$ cat src/rtl/alt_s1_sched.sv
// Round-robin scheduler that shares one s1 engine among N_REQ requesters.
// It handles one job at a time and returns the engine result, an error flag and a timeout flag.
module alt_s1_sched #(
   parameter int N_REQ   = 4,
   parameter int TMO_CYC = 64
) (
   input  logic                 clk,
   input  logic                 rst,
   input  logic [N_REQ-1:0]     i_req,
   input  logic [N_REQ*21-1:0]  i_nv,
   input  logic [N_REQ*25-1:0]  i_nu,
   input  logic [N_REQ*21-1:0]  i_no,
   output logic [N_REQ-1:0]     o_gnt,
   output logic [N_REQ-1:0]     o_rsp_vld,
   output logic [31:0]          o_s1,
   output logic                 o_s1_error,
   output logic                 o_tmo,
   output logic                 o_busy,
   output logic [15:0]          o_err_cnt,
   input  logic                 i_clr_cnt,
   output logic                 o_start,
   output logic [20:0]          o_nv,
   output logic [24:0]          o_nu,
   output logic [20:0]          o_no,
   input  logic                 i_s1_busy,
   input  logic [31:0]          i_s1,
   input  logic                 i_s1_vld,
   input  logic                 i_s1_error
);

   localparam int IDX_W = (N_REQ > 1) ? $clog2(N_REQ) : 1;
   localparam int CNT_W = (TMO_CYC > 1) ? $clog2(TMO_CYC) : 1;
   localparam logic [IDX_W-1:0] LAST_IDX = IDX_W'(N_REQ - 1);
   localparam logic [CNT_W-1:0] CNT_MAX  = CNT_W'(TMO_CYC - 1);

   typedef enum logic [1:0] {S_IDLE, S_START, S_WAIT, S_DONE} state_t;

   state_t            state_q, state_d;
   logic [IDX_W-1:0]  last_q, last_d;
   logic [IDX_W-1:0]  cur_q, cur_d;
   logic [CNT_W-1:0]  cnt_q, cnt_d;
   logic [31:0]       s1_q, s1_d;
   logic              s1_err_q, s1_err_d;
   logic              tmo_q, tmo_d;
   logic [15:0]       err_cnt_q, err_cnt_d;
   logic [20:0]       nv_q, nv_d;
   logic [24:0]       nu_q, nu_d;
   logic [20:0]       no_q, no_d;

   logic [IDX_W-1:0]  win_idx;
   logic [IDX_W-1:0]  cand;
   logic              found;
   logic              grant_ok;
   logic [20:0]       nv_sel;
   logic [24:0]       nu_sel;
   logic [20:0]       no_sel;

   function automatic logic [IDX_W-1:0] next_idx(input logic [IDX_W-1:0] idx);
      if (idx == LAST_IDX) return '0;
      return idx + 1'b1;
   endfunction

   // Round-robin search starting just after the last served requester.
   always_comb begin
      win_idx = last_q;
      found   = 1'b0;
      cand    = next_idx(last_q);
      for (int i = 0; i < N_REQ; i++) begin
         if (!found && i_req[cand]) begin
            found   = 1'b1;
            win_idx = cand;
         end
         cand = next_idx(cand);
      end
   end

   always_comb begin
      nv_sel = '0;
      nu_sel = '0;
      no_sel = '0;
      for (int k = 0; k < N_REQ; k++) begin
         if (win_idx == IDX_W'(k)) begin
            nv_sel = i_nv[k*21 +: 21];
            nu_sel = i_nu[k*25 +: 25];
            no_sel = i_no[k*21 +: 21];
         end
      end
   end

   // Gated by rst so no grant pulse is visible while reset is held.
   assign grant_ok = rst && (state_q == S_IDLE) && !i_s1_busy && found;

   always_comb begin
      state_d   = state_q;
      last_d    = last_q;
      cur_d     = cur_q;
      cnt_d     = cnt_q;
      s1_d      = s1_q;
      s1_err_d  = s1_err_q;
      tmo_d     = tmo_q;
      err_cnt_d = err_cnt_q;
      nv_d      = nv_q;
      nu_d      = nu_q;
      no_d      = no_q;
      case (state_q)
         S_IDLE: begin
            if (grant_ok) begin
               cur_d   = win_idx;
               nv_d    = nv_sel;
               nu_d    = nu_sel;
               no_d    = no_sel;
               state_d = S_START;
            end
         end
         S_START: begin
            cnt_d   = '0;
            state_d = S_WAIT;
         end
         S_WAIT: begin
            if (i_s1_vld) begin
               s1_d     = i_s1;
               s1_err_d = i_s1_error;
               tmo_d    = 1'b0;
               state_d  = S_DONE;
            end else if (cnt_q == CNT_MAX) begin
               s1_d     = '0;
               s1_err_d = 1'b1;
               tmo_d    = 1'b1;
               state_d  = S_DONE;
            end else begin
               cnt_d = cnt_q + 1'b1;
            end
         end
         S_DONE: begin
            last_d = cur_q;
            if (s1_err_q && (err_cnt_q != 16'hFFFF)) err_cnt_d = err_cnt_q + 16'd1;
            state_d = S_IDLE;
         end
         default: state_d = S_IDLE;
      endcase
      if (i_clr_cnt) err_cnt_d = '0;
   end

   always_ff @(posedge clk or negedge rst) begin
      if (!rst) begin
         state_q   <= S_IDLE;
         last_q    <= LAST_IDX;
         cur_q     <= '0;
         cnt_q     <= '0;
         s1_q      <= '0;
         s1_err_q  <= 1'b0;
         tmo_q     <= 1'b0;
         err_cnt_q <= '0;
         nv_q      <= '0;
         nu_q      <= '0;
         no_q      <= '0;
      end else begin
         state_q   <= state_d;
         last_q    <= last_d;
         cur_q     <= cur_d;
         cnt_q     <= cnt_d;
         s1_q      <= s1_d;
         s1_err_q  <= s1_err_d;
         tmo_q     <= tmo_d;
         err_cnt_q <= err_cnt_d;
         nv_q      <= nv_d;
         nu_q      <= nu_d;
         no_q      <= no_d;
      end
   end

   always_comb begin
      o_gnt     = '0;
      o_rsp_vld = '0;
      for (int k = 0; k < N_REQ; k++) begin
         o_gnt[k]     = grant_ok && (win_idx == IDX_W'(k));
         o_rsp_vld[k] = (state_q == S_DONE) && (cur_q == IDX_W'(k));
      end
   end

   assign o_start    = (state_q == S_START);
   assign o_busy     = (state_q != S_IDLE);
   assign o_s1       = s1_q;
   assign o_s1_error = s1_err_q;
   assign o_tmo      = tmo_q;
   assign o_err_cnt  = err_cnt_q;
   assign o_nv       = nv_q;
   assign o_nu       = nu_q;
   assign o_no       = no_q;

endmodule

$ cat config.mk
export PLATFORM = sky130hd
export DESIGN_NAME = alt_s1_sched
export DESIGN_NICKNAME = d
export VERILOG_FILES = /design/src/rtl/alt_s1_sched.sv
export SDC_FILE = /design/constraint.sdc
export NUM_CORES = 1
export LEC_CHECK = 0
export CAP_MARGIN = 20
export CORE_AREA = 3 3 171 173
export DETAILED_ROUTE_END_ITERATION = 8
export DIE_AREA = 0 0 174 176
export PLACE_DENSITY = 0.71
export SYNTH_ARGS = -nofsm -noshare
export SYNTH_HDL_FRONTEND = slang
export SYNTH_SLANG_ARGS = --single-unit
$ cat constraint.sdc
create_clock -name clk -period 3.25 [get_ports clk]
set_clock_uncertainty 0.1 [all_clocks]
set_input_delay 0.65 -clock clk [delete_from_list [all_inputs] [get_ports clk]]
set_output_delay 0.65 -clock clk [all_outputs]
set_load 0.01 [all_outputs]
==> metrics.cfg <==
[place]
gp_congestion=0.851
postPlaceCellArea_um2=13100
dp_cells=1590
io_buffers=436
dpl.hpwl_mm=22.8

[status]
status=complete, no violations

[setup_path]
crit_path_start_kind=input pin
cp_cell_sequence=dlygate4sd2_1 > buf_4 > or3_1 > a211oi_2 > o22ai_4 > a31oi_4 > and3_4 > buf_6
required_ns=2.50
crit_type=input pin to output port
cp.buffers_inverters=3
cp_top_family=compound AO/OA/AOI/OAI gates
cp_data_arrival_time_ns=2.38
cpPeakStageDelay_ns=0.33
slowest_stage=or3_1
end_kind=output port
cp_max_fo=6

[timing]
fin_crit_ns=3.13
slew_viol_final=0
hold_viol_final=0
finalCritPeriodShare=0.964
fmax_mhz=319
relSlewSlack=0.438
final-setup-viol-count=0
rsz0062_at_grt=true
worstMarginPinSlew_ns=0.844

[yosys]
seq_area_frac_synth=0.393
syn_inst=820
ys_warn_count=0
ys_async_sr_fraction=1.00
synth_area_um2=8220
avgSynthCellArea_um2=10.0
synth_cell_types=56
synth.ff_latch_count=129
synth_edf_count=0
synth_nets=1138
synth_ff_type=dfrtp_1

[routing]
dr.first_iter.drc_count=433
drtAntennaViolNets=0
drt-total-wl_mm=31.9
routedWlPerCell_um=19.6
first_pass_iters=5
via_per_inst=5.13
drc=0
vias=8362

[grt]
grt_use_total=0.200
grt_pass1_vias=8578
grt_antenna_before_repair=4
grt_max_degree=135
gr-total-overflow=0
grt_pass1_wl_mm=48.5

[power]
powerDensity_nw_per_um2=818
ir_worst_vdd_v=0.000474
p_leak_nw=5.34

[finish]
drive_above_1_share=0.136
finalNetCount=1555
mostFrequentLayoutCell=clkdlybuf4s50_1
mostFrequentLayoutCells=427 x clkdlybuf4s50_1, 127 x dfrtp_1, 101 x nor4_1
area_growth_pct=67.5
stdcell_area_um2=13800
instances_no_fill=1630

[die]
fp.dieArea_um2=30600
start_util=0.296
die_height_um=176
num_rows=61
core_area_um2=27800
ioPinCount=437
die_w_um=174

[run]
drv_cap=0

[clock_network]
cts.sinks=129
htreeDepth=4
cts-buffers-inserted=17
clock_path_buffers=2
clk_latency_ns=0.42
tritoncts=built
clk_pin_slew_ns=0.06
cts-root-buf=clkbuf_16
cts_hold_buf=0

[worst_hold_path]
hp-class=input pin to asynchronous set/reset pin

sequential cells by signal, indices dropped and copies added, names as in the netlist:
signal,cells
o_s1_error,1
o_no,21
o_err_cnt,16
o_nv,21
cnt_q,6
o_tmo,1
o_s1,32
o_nu,25
state_q,2
cur_q,2
last_q,2
path summary, 6_finish.rpt:
path	start	endpoint	slack (ns)	cells after the start
setup / recovery	i_req[2]	o_gnt[3]	0.12	8
setup reg to reg	last_q[0]$_DFFE_PN1P_	o_nv[8]$_DFFE_PN0P_	0.19	9
hold reg to reg	o_nu[2]$_DFFE_PN0P_	o_nu[2]$_DFFE_PN0P_	0.40	2
hold / removal	rst	o_nu[23]$_DFFE_PN0P_	0.24	2
max in group asynchronous	rst	o_no[12]$_DFFE_PN0P_	2.24	2
min in group clk	o_nu[2]$_DFFE_PN0P_	o_nu[2]$_DFFE_PN0P_	0.40	2
per-stage QoR:
step / setup WS, ns / setup TNS [ns] / power, mW / hold slack [ns] / util
finish: 0.119 / 0 / 11.3 / 0.244 / 0.496
global route: -0.0287 / -0.0691 / 12.0 / 0.298 / 0.496
CTS: 0.0462 / 0 / 11.3 / 0.293 / 0.493
detailed placement: -0.560 / -22.74 / 9.23 / 0.384 / 0.470
global placement: -0.494 / -18.06 / 9.14 / 0.379 / 0.470
floorplan: 0.0558 / 0 / 6.67 / 0.254 / -
power by group:
group          leakage [nW]  internal (mW)  switching (mW)
Combinational          3.49           3.51            3.17
Sequential             1.57           2.26           0.395
Clock                 0.282           1.03           0.902
Total                  5.34           6.80            4.47
area by class of cell:
class,count,area (um2)
inverters,8,30.0
diodes,2,5.00
flip-flops and latches,129,3230
fillers,2623,14000
clock inverters,15,161
repair buffers,486,4850
clock buffers,17,425
well taps,378,473
multi-input cells,595,4600
synth_stat cells (all sizes together), types with 4 or more instances:
| master | number | share of area |
|---|---|---|
| a21oi | 10 | 0.0075 |
| dfrtp | 127 | 0.39 |
| buf | 31 | 0.029 |
| nand4 | 4 | 0.0030 |
| a22o | 33 | 0.035 |
| and3 | 7 | 0.0053 |
| o221a | 50 | 0.068 |
| clkbuf | 57 | 0.026 |
| o21ai | 11 | 0.0067 |
| inv | 8 | 0.0037 |
| o211ai | 18 | 0.016 |
| nor2 | 31 | 0.015 |
| xnor2 | 10 | 0.011 |
| nor4 | 102 | 0.078 |
| nand3 | 9 | 0.0055 |
| nand2 | 80 | 0.037 |
| mux2i | 85 | 0.10 |
| a211oi | 4 | 0.0055 |
| nand2b | 7 | 0.0053 |
| nor3 | 40 | 0.024 |
| mux2 | 52 | 0.071 |
| ha | 8 | 0.012 |
what timing repair did:
action	CTS	global route
pin swaps	7	7
gates cloned	0	0
hold endpoints to repair	0	0
setup endpoints to repair	4	4
resized for setup	32	11
buffers inserted	4	2
layer usage:
layer  track usage  share of wire  up-vias  wire length, um
met4        0.0637          0.024        6              762
li1              -              -     3995                -
met2         0.343           0.49      322            15700
met5             0         0.0014        -               44
met1         0.243           0.41     3998            13000
met3        0.0600          0.075       41             2390
logic make-up (layout without fill, tap and decap cells):
group                      count (synthesis)  count (layout)  synth area share
muxes                                    139             139             0.180
and+or+nand+nor                          291             291             0.183
DFF                                      129             129             0.393
other                                      0               2                 0
xor gates and xnor gates                  13              13            0.0138
adders and majority gates                  8               8            0.0122
buffers and inverters                     96             526            0.0583
AOI/OAI and AO/OA                        144             144             0.160
(Power assumes the default switching activity.)
